## src/rtl/ps2_rx_fifo_if.sv

```systemverilog
// Read-side bundle of the PS/2 receiver: FIFO head, occupancy, pop/clear controls and error flags.
// slave = receiver (drives status/data), master = consumer (drives rd_en/clear_ovf).
interface ps2_rx_fifo_if #(
  parameter int DATA_W     = 8,
  parameter int FIFO_DEPTH = 8
);
  localparam int CNT_W = $clog2(FIFO_DEPTH + 1);

  logic              rd_en;
  logic              clear_ovf;
  logic [DATA_W-1:0] data_out;
  logic              valid;
  logic [CNT_W-1:0]  fifo_count;
  logic              parity_err;
  logic              frame_err;
  logic              overflow;

  modport master (
    output rd_en, clear_ovf,
    input  data_out, valid, fifo_count, parity_err, frame_err, overflow
  );

  modport slave (
    input  rd_en, clear_ovf,
    output data_out, valid, fifo_count, parity_err, frame_err, overflow
  );
endinterface

```

## src/rtl/ps2_rx_fifo.sv

```systemverilog
// Oversampling PS/2 device-to-host receiver with framing/timeout checks and a FWFT scan-code FIFO.
// Optional parity checking is enabled by defining PS2_PARITY_CHECK_EN.
//
//   state    | meaning
//   S_IDLE   | waiting for a start bit (data=0 on a falling edge)
//   S_DATA   | shifting in DATA_W data bits, LSB first
//   S_PARITY | sampling the parity bit
//   S_STOP   | sampling the stop bit; commit or flag the frame
module ps2_rx_fifo #(
  parameter int DATA_W         = 8,
  parameter int FIFO_DEPTH     = 8,
  parameter int SYNC_STAGES    = 2,
  parameter int TIMEOUT_CYCLES = 50000
) (
  input  logic         clk,
  input  logic         reset_n,
  input  logic         ps2_clk,
  input  logic         ps2_data,
  ps2_rx_fifo_if.slave rx
);
  localparam int PTR_W = (FIFO_DEPTH > 1) ? $clog2(FIFO_DEPTH) : 1;
  localparam int CNT_W = $clog2(FIFO_DEPTH + 1);
  localparam int BIT_W = (DATA_W > 1) ? $clog2(DATA_W) : 1;
  localparam int TMO_W = (TIMEOUT_CYCLES > 1) ? $clog2(TIMEOUT_CYCLES) : 1;

  localparam logic [BIT_W-1:0] LAST_BIT = BIT_W'(DATA_W - 1);
  localparam logic [TMO_W-1:0] TMO_LOAD = TMO_W'(TIMEOUT_CYCLES - 1);
  localparam logic [CNT_W-1:0] FULL_CNT = CNT_W'(FIFO_DEPTH);

  typedef enum logic [1:0] {S_IDLE, S_DATA, S_PARITY, S_STOP} state_t;

  state_t state, state_nxt;

  logic [SYNC_STAGES-1:0] clk_sync, data_sync;
  logic                   clk_prev;
  logic                   clk_s, data_s, fe;

  logic [DATA_W-1:0] shift_reg;
  logic [DATA_W:0]   shift_ext;
  logic [BIT_W-1:0]  bit_cnt;
  logic [TMO_W-1:0]  tmo_cnt;
  logic              commit, ferr_set, perr_set, par_ok;

  logic [DATA_W-1:0] mem [FIFO_DEPTH];
  logic [PTR_W-1:0]  wr_ptr, rd_ptr;
  logic [CNT_W-1:0]  count;
  logic              ovf_q, push, pop, full;

  // Synchronisers idle high so reset never fabricates a falling edge.
  always_ff @(posedge clk or negedge reset_n) begin
    if (!reset_n) begin
      clk_sync  <= '1;
      data_sync <= '1;
      clk_prev  <= 1'b1;
    end else begin
      clk_sync  <= {clk_sync[SYNC_STAGES-2:0], ps2_clk};
      data_sync <= {data_sync[SYNC_STAGES-2:0], ps2_data};
      clk_prev  <= clk_sync[SYNC_STAGES-1];
    end
  end

  assign clk_s     = clk_sync[SYNC_STAGES-1];
  assign data_s    = data_sync[SYNC_STAGES-1];
  assign fe        = clk_prev & ~clk_s;
  assign shift_ext = {data_s, shift_reg};

`ifdef PS2_PARITY_CHECK_EN
  logic par_bit;

  always_ff @(posedge clk or negedge reset_n) begin
    if (!reset_n)                    par_bit <= 1'b0;
    else if (fe && state == S_PARITY) par_bit <= data_s;
  end

  assign par_ok = ^{shift_reg, par_bit};
`else
  assign par_ok = 1'b1;
`endif

  always_ff @(posedge clk or negedge reset_n) begin
    if (!reset_n) state <= S_IDLE;
    else          state <= state_nxt;
  end

  always_comb begin
    state_nxt = state;
    commit    = 1'b0;
    ferr_set  = 1'b0;
    perr_set  = 1'b0;
    // Timeout only fires on a cycle without a falling edge.
    if (state != S_IDLE && !fe && tmo_cnt == '0) begin
      state_nxt = S_IDLE;
      ferr_set  = 1'b1;
    end else if (fe) begin
      unique case (state)
        S_IDLE:   if (!data_s) state_nxt = S_DATA;
        S_DATA:   if (bit_cnt == LAST_BIT) state_nxt = S_PARITY;
        S_PARITY: state_nxt = S_STOP;
        S_STOP: begin
          state_nxt = S_IDLE;
          if (!data_s)     ferr_set = 1'b1;
          else if (par_ok) commit   = 1'b1;
          else             perr_set = 1'b1;
        end
        default:  state_nxt = S_IDLE;
      endcase
    end
  end

  // Timeout is a down-counter reloaded on every edge and while idle.
  always_ff @(posedge clk or negedge reset_n) begin
    if (!reset_n) begin
      shift_reg <= '0;
      bit_cnt   <= '0;
      tmo_cnt   <= '0;
    end else begin
      if (fe || state == S_IDLE) tmo_cnt <= TMO_LOAD;
      else if (tmo_cnt != '0)    tmo_cnt <= tmo_cnt - TMO_W'(1);

      if (fe && state == S_IDLE) bit_cnt <= '0;
      if (fe && state == S_DATA) begin
        shift_reg <= shift_ext[DATA_W:1];
        bit_cnt   <= bit_cnt + BIT_W'(1);
      end
    end
  end

  assign full = (count == FULL_CNT);
  assign pop  = rx.rd_en && (count != '0);
  assign push = commit && (!full || pop);

  always_ff @(posedge clk) begin
    if (push) mem[wr_ptr] <= shift_reg;
  end

  always_ff @(posedge clk or negedge reset_n) begin
    if (!reset_n) begin
      wr_ptr <= '0;
      rd_ptr <= '0;
      count  <= '0;
      ovf_q  <= 1'b0;
    end else begin
      if (push) wr_ptr <= wr_ptr + PTR_W'(1);
      if (pop)  rd_ptr <= rd_ptr + PTR_W'(1);
      unique case ({push, pop})
        2'b10:   count <= count + CNT_W'(1);
        2'b01:   count <= count - CNT_W'(1);
        default: count <= count;
      endcase
      // A new overflow event takes priority over a simultaneous clear.
      if (commit && full && !pop) ovf_q <= 1'b1;
      else if (rx.clear_ovf)      ovf_q <= 1'b0;
    end
  end

  assign rx.valid      = (count != '0);
  assign rx.fifo_count = count;
  assign rx.data_out   = (count != '0) ? mem[rd_ptr] : '0;
  assign rx.frame_err  = ferr_set;
  assign rx.overflow   = ovf_q;
`ifdef PS2_PARITY_CHECK_EN
  assign rx.parity_err = perr_set;
`else
  assign rx.parity_err = 1'b0;
`endif
endmodule

```

## src/flat_wrapper.sv

```systemverilog
// flat-port wrapper written by rule: the top's interface ports become plain ports
module ps2_rx_fifo_flat 
#(
  parameter int DATA_W         = 8,
  parameter int FIFO_DEPTH     = 8,
  parameter int SYNC_STAGES    = 2,
  parameter int TIMEOUT_CYCLES = 50000
)
  (clk, reset_n, ps2_clk, ps2_data, rx_rd_en, rx_clear_ovf, rx_data_out, rx_valid, rx_fifo_count, rx_parity_err, rx_frame_err, rx_overflow);
  ps2_rx_fifo_if #(.DATA_W(DATA_W), .FIFO_DEPTH(FIFO_DEPTH)) rx_i ();
  input  logic clk;
  input  logic reset_n;
  input  logic ps2_clk;
  input  logic ps2_data;
  input wire logic [$bits(rx_i.rd_en)-1:0] rx_rd_en;
  input wire logic [$bits(rx_i.clear_ovf)-1:0] rx_clear_ovf;
  output wire logic [$bits(rx_i.data_out)-1:0] rx_data_out;
  output wire logic [$bits(rx_i.valid)-1:0] rx_valid;
  output wire logic [$bits(rx_i.fifo_count)-1:0] rx_fifo_count;
  output wire logic [$bits(rx_i.parity_err)-1:0] rx_parity_err;
  output wire logic [$bits(rx_i.frame_err)-1:0] rx_frame_err;
  output wire logic [$bits(rx_i.overflow)-1:0] rx_overflow;
  assign rx_i.rd_en = rx_rd_en;
  assign rx_i.clear_ovf = rx_clear_ovf;
  assign rx_data_out = rx_i.data_out;
  assign rx_valid = rx_i.valid;
  assign rx_fifo_count = rx_i.fifo_count;
  assign rx_parity_err = rx_i.parity_err;
  assign rx_frame_err = rx_i.frame_err;
  assign rx_overflow = rx_i.overflow;
  ps2_rx_fifo #(.DATA_W(DATA_W), .FIFO_DEPTH(FIFO_DEPTH), .SYNC_STAGES(SYNC_STAGES), .TIMEOUT_CYCLES(TIMEOUT_CYCLES)) u_core (.clk(clk), .reset_n(reset_n), .ps2_clk(ps2_clk), .ps2_data(ps2_data), .rx(rx_i));
endmodule
```

## config.mk

```make
export PLATFORM = sky130hd
export DESIGN_NAME = ps2_rx_fifo_flat
export DESIGN_NICKNAME = d
export VERILOG_FILES = /design/src/rtl/ps2_rx_fifo_if.sv /design/src/rtl/ps2_rx_fifo.sv /design/src/flat_wrapper.sv
export SDC_FILE = /design/constraint.sdc
export NUM_CORES = 1
export LEC_CHECK = 0
export CORE_MARGIN = 1
export CORE_UTILIZATION = 45
export DETAILED_ROUTE_END_ITERATION = 8
export PLACE_DENSITY_LB_ADDON = 0.05
export SYNTH_ARGS = -nofsm -noshare
export SYNTH_HDL_FRONTEND = slang
export SYNTH_SLANG_ARGS = --single-unit
```

## constraint.sdc

```tcl
create_clock -name clk -period 3 [get_ports clk]
set_clock_uncertainty 0.05 [all_clocks]
set_input_delay 0.9 -clock clk [delete_from_list [all_inputs] [get_ports clk]]
set_output_delay 0.9 -clock clk [all_outputs]
set_load 0.005 [all_outputs]
```

==> results of run 1 <==
## logic make-up (layout without fill, tap and decap cells)
family | Yosys count | in the layout
other | 1 | 1
and+or+nand+nor | 93 | 93
DFF | 109 | 109
adders and majority gates | 13 | 13
muxes | 37 | 37
xor gates and xnor gates | 7 | 7
AOI/OAI and AO/OA | 42 | 42
buffers and inverters | 21 | 79
## placed cells by master, fill, tap and decap left out, types with 2 or more instances in the layout
master           synthesis  routed
edfxtp_1                64      64
o211ai_1                 2       2
nand4b_1                 2       2
clkdlybuf4s50_1          0      10
a31oi_1                  4       4
nand4_1                  3       3
nor3_1                  13      13
or4_1                    5       5
inv_1                   11      11
a32o_1                   2       2
dlygate4sd2_1            0       3
buf_4                    1      28
o22ai_1                  2       2
clkbuf_16                0       2
or3_1                    2       2
nor4_2                   1       2
nor4_1                   6       5
xnor2_1                  6       6
ha_1                    12      12
dfstp_2                  5       5
mux4_2                  16      16
mux2i_1                 10       9
clkdlybuf4s15_1          0       5
o21ai_0                 13      13
nand2_1                 15      15
nand3_1                 10      10
and3_1                   2       2
a21oi_1                  8       8
clkbuf_8                 0       9
buf_12                   0       2
nand2b_1                 5       5
inv_8                    0       2
nor2_1                  18      18
o31ai_1                  3       3
inv_6                    0       3
nor2b_1                  3       3
mux2_2                  11      11
dfrtp_1                 40      39
## final cells by class
| cell class | instances | area [um2] | share of cell area [%] |
|---|---|---|---|
| multi-input combinational | 193 | 1620 | 29.2 |
| clock inverter | 6 | 57.6 | 1.04 |
| tap | 136 | 170 | 3.06 |
| clock buffer | 10 | 128 | 2.30 |
| sequential | 109 | 3060 | 55.0 |
| inverter | 11 | 41.3 | 0.743 |
| timing repair buffer | 52 | 487 | 8.75 |
## layer usage
| metal | track usage, % | vias up | part of all wire [%] | wire [um] |
|---|---|---|---|---|
| li1 | - | 1342 | - | - |
| met1 | 23.8 | 1435 | 44 | 4180 |
| met2 | 30.8 | 34 | 52 | 4890 |
| met3 | 2.50 | 11 | 2.4 | 222 |
| met4 | 5.63 | 0 | 1.2 | 110 |
| met5 | 0 | - | 0 | 0 |
## through the flow
step	hold WS (ps)	util [%]	total power, uW	cell area, um2	cells
global route	320	54.1	4760	5560	517
floorplan	295	-	3000	4750	323
finish	314	54.1	4460	5560	517
global placement	300	51.5	3570	5300	497
CTS	314	53.3	4410	5480	514
detailed placement	299	51.5	3610	5300	497
## path summary, 6_finish.rpt
| path | to | cells after the start | start | slack [ps] |
|---|---|---|---|---|
| worst max register to register | u_core.rx.fifo_count[3] | 8 | u_core.state[0] | 780 |
| worst max-delay path | rx_data_out[7] | 5 | u_core.rd_ptr[0] | 90 |
| worst min-delay path | u_core.data_sync[1] | 0 | u_core.data_sync[0] | 310 |
| worst min register to register | u_core.data_sync[1] | 0 | u_core.data_sync[0] | 310 |
| min in group asynchronous | u_core.rd_ptr[1] | 2 | reset_n | 580 |
| max in group asynchronous | u_core.rd_ptr[0] | 2 | reset_n | 1890 |
## worst max-delay path, stage by stage (launching register included)
cell,delay (ps)
dfrtp_2,480
clkbuf_16,200
mux4_2,500
mux2i_1,160
nor2_1,60
clkdlybuf4s15_1,190
## report_power, final
| part | switching (uW) | internal [uW] |
|---|---|---|
| registers | 269 | 1870 |
| clock network | 530 | 326 |
| logic | 640 | 828 |
| total | 1440 | 3020 |
## repair_timing
item	CTS	global route
setup endpoints to repair	9	4
setup buffers	1	1
gates resized for setup	10	9
pin swaps	0	2
cloned	0	2
==> flow_summary.toml, run 1 <==
[cells_and_area]
largest_register_ffs = 64
antenna_cells = 0
fillers = 895
syn2layout_area_growth_pct = 17.0
drive_above_1_share_pct = 24.4
nets = 395

[synth]
syn-num-nets = 342
synth_cells = 323
syn_avg_cell_area_um2 = 14.7
ys.flop_type = "edfxtp_1"
ys_async_sr_fraction_pct = 41.3
synth_edf_count = 64
synthTopCellsByCount = "64 x edfxtp_1, 40 x dfrtp_1, 18 x nor2_1, 16 x mux4_2, 15 x nand2_1"
post-synth-top-area-fraction_pct = 40.4
post-synth-top-count-cell = "edfxtp_1"
yosys.area.top_type = "edfxtp_1"
ys_seq_area_share_pct = 64.3
synth_xor_area_share_pct = 1.29
synth_adder_area_share_pct = 3.58
syn_area_mm2 = 0.00475
yosys-top-cells-area = "edfxtp_1 40%, dfrtp_1 21%, mux4_2 7.6%, ha_1 3.2%, dfstp_2 2.8%"
ys_seq_elements = 109
synth_top_family_by_area = "multiplexers"
synth_mux_area_share_pct = 12.3
ys_types = 53
ys_warn_count = 0
synth_simple_gate_area_share_pct = 10.6
synth-compound-area-share_pct = 6.03

[sta]
relSlewSlack_pct = 43.4
setup-violations-final = 0
finalCritPeriodShare_pct = 97.1
tightestPinTransition_ps = 841
fin_ws_ps = 87.2
drv_slew = 0
finalCriticalPeriod_ps = 2910
fin_tns_setup_ps = 0
max_freq_ghz = 0.343
final_hold_viol_count = 0

[placed_design]
place_congestion = 0.788
portBuffers = 20
place_hpwl_mm = 5.94
dpl_worst_slack_ps = 44.0

[clocking]
cts-root-buf = "clkbuf_8"
clock_path_buffers = 2
clk_pin_slew_ps = 110
cts_made_buffers = 9
htree_levels = 3
ctsHoldBuffers = 0
clock_latency_ps = 360
cts_tree = "done"
cts.sinks = 109

[route]
dr.pass1.iters = 4
via_per_inst = 5.46
initialDrtViolationCount = 135
antenna_left = 0
drt_wl_total_mm = 9.41
vias = 2822
wl_per_cell_um = 18.2
drc_errors = 0

[die]
pin_count = 22
row_count = 37
die_area_mm2 = 0.0110
fp.dieH_um = 105
start_util_pct = 46.2
core_mm2 = 0.0103
fp.dieW_um = 105

[worst_setup_path]
critical_path_class = "reg2out"
crit_fanout = 8
critPathLaunchType = "register"
critPathCaptureType = "output port"
worstPathRequired_ps = 2050
critPathArrivalTime_ps = 1960

[hold_path]
min_path_type = "reg2reg"

[global_route]
grt_pass1_wl_mm = 14.8
antenna_found_initial = 0
grt_use_total_pct = 18.0
grt_pass1_vias = 2774
overflow = 0
grt_max_degree = 46

[power]
pwr_density_cell_mw_per_mm2 = 803
vdd_drop_max_mv = 0.338
leakagePower_uw = 0.00205

[job]
maxCapViolCount = 0

[outcome]
status = "complete, no violations"
No activity file was read; power rests on OpenSTA's default activity.
==> run 2, diff against run 1 <==
- clock period: 3 -> 3.1 ns (I/O delays scaled with it)
==> run 2 against run 1 <==
  * Critical path depth rose by 1
  * Worst setup slack better by 23 ps
  * Utilization down 0.18 points
  * Non-clock buffer count fell by 1
  * Critical path type unchanged
  * Critical endpoint is now rx_data_out[3]
  * Largest power group unchanged
==> flow_summary.toml, run 2 (synthesis gave the netlist of run 1 again) <==
[outcome]
status = "complete, no violations"

[cells_and_area]
antenna_cells = 0
syn2layout_area_growth_pct = 16.6
multi_input_area_mm2 = 0.00162
stdcell_area_mm2 = 0.00554
final_util_pct = 53.9
fillers = 871
largest_register_ffs = 64
drive_above_1_share_pct = 23.4
layout_commonest_cell = "edfxtp_1"
nets = 394
final_cell_mix = "64 x edfxtp_1, 39 x dfrtp_1, 28 x buf_4, 18 x nor2_1, 16 x mux4_2"
regArea_mm2 = 0.00306

[placed_design]
place_hpwl_mm = 5.92
place_congestion = 0.799
dpl_worst_slack_ps = 118
placed_area_mm2 = 0.00529
portBuffers = 20

[global_route]
grt_busiest_layer = "met2"
use_met3_pct = 2.25
grt_pass1_vias = 2797
grt_pass1_wl_mm = 15.1
grt_use_total_pct = 18.5
grt_util_met2_pct = 31.4
use_met1_pct = 24.0
grt_max_degree = 46
overflow = 0
antenna_found_initial = 0

[sta]
drv_slew = 0
holdWs_ps = 312
fin_ws_ps = 110
relSlewSlack_pct = 49.0
max_freq_ghz = 0.334
finalCritPeriodShare_pct = 96.4
finalCriticalPeriod_ps = 2990
tightestPinTransition_ps = 757
setup-violations-final = 0
fin_tns_setup_ps = 0
final_hold_viol_count = 0
rsz0062_at_grt = "no"

[die]
fp.dieH_um = 105
fp.dieW_um = 105
die_area_mm2 = 0.0110
row_count = 37
core_mm2 = 0.0103
start_util_pct = 46.2
pin_count = 22

[worst_setup_path]
r2r-start = "u_core.state[0]"
reg2reg_slack_ps = 780
worst-r2r-cell-count = 9
critPathMaxStageDelay_ps = 480
crit_chain = "buf_12, buf_4, mux4_2, mux2i_1, nor2_1, dlygate4sd2_1"
critical_path_class = "reg2out"
crit_slowest_cell = "mux4_2"
reg2reg_to = "u_core.rx.fifo_count[3]"
crit_fanout = 5
critPathCaptureType = "output port"
worstPathRequired_ps = 2120
critPathArrivalTime_ps = 2010
critPathLaunchType = "register"

[power]
pwr-share-clk_pct = 20.2
switching_share_pct = 31.7
combPwrFrac_pct = 31.1
power.internal_uw = 2970
pwr_density_cell_mw_per_mm2 = 785
leakagePower_uw = 0.00205
seq_power_share_pct = 48.7
vdd_drop_max_mv = 0.414
power.switching_uw = 1380

[hold_path]
holdPathStages = 0
min_path_type = "reg2reg"
worst_hold_path.endpoint = "u_core.data_sync[1]"
hold_path.startpoint = "u_core.data_sync[0]"

[clocking]
cts_made_buffers = 9
cts_tree = "done"
cts.sinks = 109
clock_path_buffers = 2
cts-root-buf = "clkbuf_8"
htree_levels = 3
ctsHoldBuffers = 0
clock_latency_ps = 370
clk_pin_slew_ps = 100

[route]
via_per_inst = 5.46
antenna_left = 0
drc_errors = 0
initialDrtViolationCount = 113
dr.pass1.iters = 4
drt_wl_total_mm = 9.41
vias = 2819
wl_per_cell_um = 18.2

[job]
maxCapViolCount = 0
==> run 2: cell types whose count changed in the layout (fill, tap and decap cells not counted), moves of 2 or more <==
cell,delta
clkdlybuf4s15_1,-5
dlygate4sd2_1,+5
clkbuf_16,-2
clkinv_1,+2
inv_6,-3
clkinv_4,+2
==> run 2: how the worst max path moves through the flow <==
stage	startpoint	to	slack [ps]
finish	u_core.rd_ptr[0]	rx_data_out[3]	110
global route	u_core.tmo_cnt[1]	rx_frame_err	10
CTS	u_core.rd_ptr[0]	rx_data_out[2]	10
detailed placement	rx_rd_en	u_core.rx.fifo_count[3]	120
global placement	rx_rd_en	u_core.rx.fifo_count[2]	170
floorplan	rx_rd_en	u_core.mem[5][0]	400
==> run 2: per-stage QoR <==
stage	power (uW)	instances
5_1_grt	4610	516
6_report	4350	516
2_1_floorplan	2900	323
3_3_place_gp	3480	493
4_1_cts	4360	512
3_5_place_dp	3510	493
==> run 2: area by class of cell <==
| cell class | instances | area share, % |
|---|---|---|
| Multi-Input combinational cell | 193 | 29.2 |
| Clock inverter | 7 | 1.35 |
| Clock buffer | 9 | 2.24 |
| Timing Repair Buffer | 51 | 8.26 |
| Tap cell | 136 | 3.07 |
| Sequential cell | 109 | 55.1 |
| Inverter | 11 | 0.745 |
==> run 2: power groups by stage <==
stage / clock network [uW] / logic (uW) / registers, uW
2_1_floorplan: 0 / 884 / 2020
6_report: 878 / 1350 / 2120
3_3_place_gp: 0 / 1340 / 2150
5_1_grt: 954 / 1500 / 2160
3_5_place_dp: 0 / 1350 / 2160
4_1_cts: 898 / 1350 / 2120
==> run 2: layer usage <==
| layer | share of wire (%) | wire length (um) | vias to the layer above |
|---|---|---|---|
| met5 | 0 | 0 | - |
| met4 | 1.6 | 151 | 0 |
| met3 | 1.9 | 176 | 12 |
| met2 | 51 | 4830 | 42 |
| met1 | 45 | 4250 | 1421 |
| li1 | - | - | 1344 |
==> run 2: critical path, delay by kind of cell, from the launching register on <==
| family | cells | cell delay [ps] |
|---|---|---|
| buffers and inverters | 3 | 490 |
| flip-flops | 1 | 440 |
| AND/OR/NAND/NOR | 1 | 70 |
| multiplexers | 2 | 620 |
==> run 2: repair_timing <==
action / in CTS / in global routing
endpoints found under the setup margin: 9 / 2
cloned: 0 / 0
gates resized for setup: 10 / 1
pin swaps: 0 / 0
setup buffers: 3 / 5
==> run 3, diff against run 2 <==
- CORE_UTILIZATION: 45 -> 60
==> run 3 against run 2 <==
  * Non-clock buffer count shrank 10
  * Global-route usage grew 4.1 points
  * Critical path depth shrank 1
  * Critical endpoint is now rx_data_out[7]
  * Largest power group unchanged
==> flow_summary.toml, run 3 (synthesis gave the netlist of run 1 again) <==
[worst_setup_path]
reg2reg_slack_ps = 800
r2r-start = "u_core.state[0]"
worstSetupEndpoint = "rx_data_out[7]"
worstPathRequired_ps = 2120
crit_fanout = 15
critical_path_class = "reg2out"
reg2reg_to = "u_core.rx.fifo_count[3]"
crit_start = "u_core.rd_ptr[0]"
worst-r2r-cell-count = 8
critPathArrivalTime_ps = 1990
critPathCaptureType = "output port"
critPathLaunchType = "register"

[placed_design]
portBuffers = 20
place_congestion = 0.788
place_hpwl_mm = 5.78

[global_route]
grt_max_degree = 36
grt_util_met2_pct = 37.1
use_met3_pct = 4.52
grt_use_total_pct = 22.6
use_met1_pct = 30.1
grt_pass1_wl_mm = 13.9
overflow = 0
grt_busiest_layer = "met2"
grt_pass1_vias = 2758
antenna_found_initial = 0

[clocking]
cts_tree = "done"
clock_path_buffers = 2
clock_latency_ps = 360
cts-root-buf = "clkbuf_8"
cts.sinks = 109
cts_setup_buffers = 0
htree_levels = 3
ctsHoldBuffers = 0
cts_resized = 18
cts_made_buffers = 9
clk_pin_slew_ps = 100

[sta]
setup-violations-final = 0
tightestPinTransition_ps = 796
rsz0062_at_grt = "no"
relSlewSlack_pct = 47.0
drv_slew = 0
fin_tns_setup_ps = 0
finalCritPeriodShare_pct = 95.7
final_hold_viol_count = 0
max_freq_ghz = 0.337
holdWs_ps = 314
finalCriticalPeriod_ps = 2970

[hold_path]
min_path_type = "reg2reg"

[power]
power.internal_uw = 2890
seq_power_share_pct = 50.0
vdd_drop_max_mv = 0.423
leakagePower_uw = 0.00198
combPwrFrac_pct = 29.3
pwr_density_cell_mw_per_mm2 = 779
pwr-share-clk_pct = 20.7
power.switching_uw = 1340
switching_share_pct = 31.6

[cells_and_area]
final_cell_mix = "64 x edfxtp_1, 39 x dfrtp_1, 20 x buf_4, 17 x nor2_1, 16 x mux4_2"
syn2layout_area_growth_pct = 14.3
antenna_cells = 0
layout_commonest_cell = "edfxtp_1"
largest_register_ffs = 64
nets = 384
final_util_pct = 70.7
drive_above_1_share_pct = 23.2

[die]
row_count = 32
core_mm2 = 0.00769
fp.dieH_um = 91.0
pin_count = 22
start_util_pct = 61.8
die_area_mm2 = 0.00828
fp.dieW_um = 91.0

[job]
maxCapViolCount = 0

[route]
drt_wl_total_mm = 8.56
dr.pass1.iters = 6
initialDrtViolationCount = 134
antenna_left = 0
drc_errors = 0
via_per_inst = 5.94
wl_per_cell_um = 18.1
vias = 2802

[outcome]
status = "complete, no violations"
-- run 3: changes by cell type in the layout (fill, tap and decap cells not counted), moves of 2 or more --
cell	delta
buf_4	-8
buf_12	-2
clkinv_1	-2
mux2i_1	-2
mux2i_2	+2
-- run 3: area by class of cell --
type                            count  area (um2)
Clock buffer                       10         128
Clock inverter                      6        78.8
Fill cell                         517        2260
Inverter                           11        41.3
Multi-Input combinational cell    193        1650
Sequential cell                   109        3060
Tap cell                          102         128
Timing Repair Buffer               41         354
-- run 3: worst min path at each step --
| stage | from | endpoint | depth (start not counted) |
|---|---|---|---|
| 2_1_floorplan | u_core.clk_sync[0] | u_core.clk_sync[1] | 0 |
| 3_3_place_gp | u_core.clk_sync[0] | u_core.clk_sync[1] | 0 |
| 3_5_place_dp | u_core.clk_sync[0] | u_core.clk_sync[1] | 0 |
| 4_1_cts | u_core.clk_sync[0] | u_core.clk_sync[1] | 0 |
| 5_1_grt | u_core.data_sync[0] | u_core.data_sync[1] | 0 |
| 6_report | u_core.clk_sync[0] | u_core.clk_sync[1] | 0 |
-- run 3: power by group through the flow --
stage,logic (uW),registers (uW),clock network (uW)
finish,1240,2120,876
global route,1380,2160,952
CTS,1260,2110,899
detailed placement,1300,2140,0
global placement,1260,2130,0
floorplan,884,2020,0
-- run 3: per-stage QoR --
step | setup WS, ps | std cells | total power [uW] | instance area [um2]
6_report | 134 | 472 | 4230 | 5430
5_1_grt | 29.3 | 472 | 4490 | 5430
4_1_cts | 98.7 | 472 | 4270 | 5430
3_5_place_dp | 102 | 456 | 3440 | 5200
3_3_place_gp | 194 | 456 | 3390 | 5200
2_1_floorplan | 399 | 323 | 2900 | 4750
-- run 3: worst max-delay path, stage by stage (launching register included) --
cell,delay [ps]
dfrtp_1,400
buf_12,190
mux4_2,520
mux2i_2,190
nor2_1,60
dlygate4sd2_1,260
-- run 3: metal layers --
metal | part of all wire [%] | up-vias
li1 | - | 1324
met1 | 44 | 1404
met4 | 1.4 | 0
met5 | 0 | -
met2 | 50 | 62
met3 | 4.4 | 12
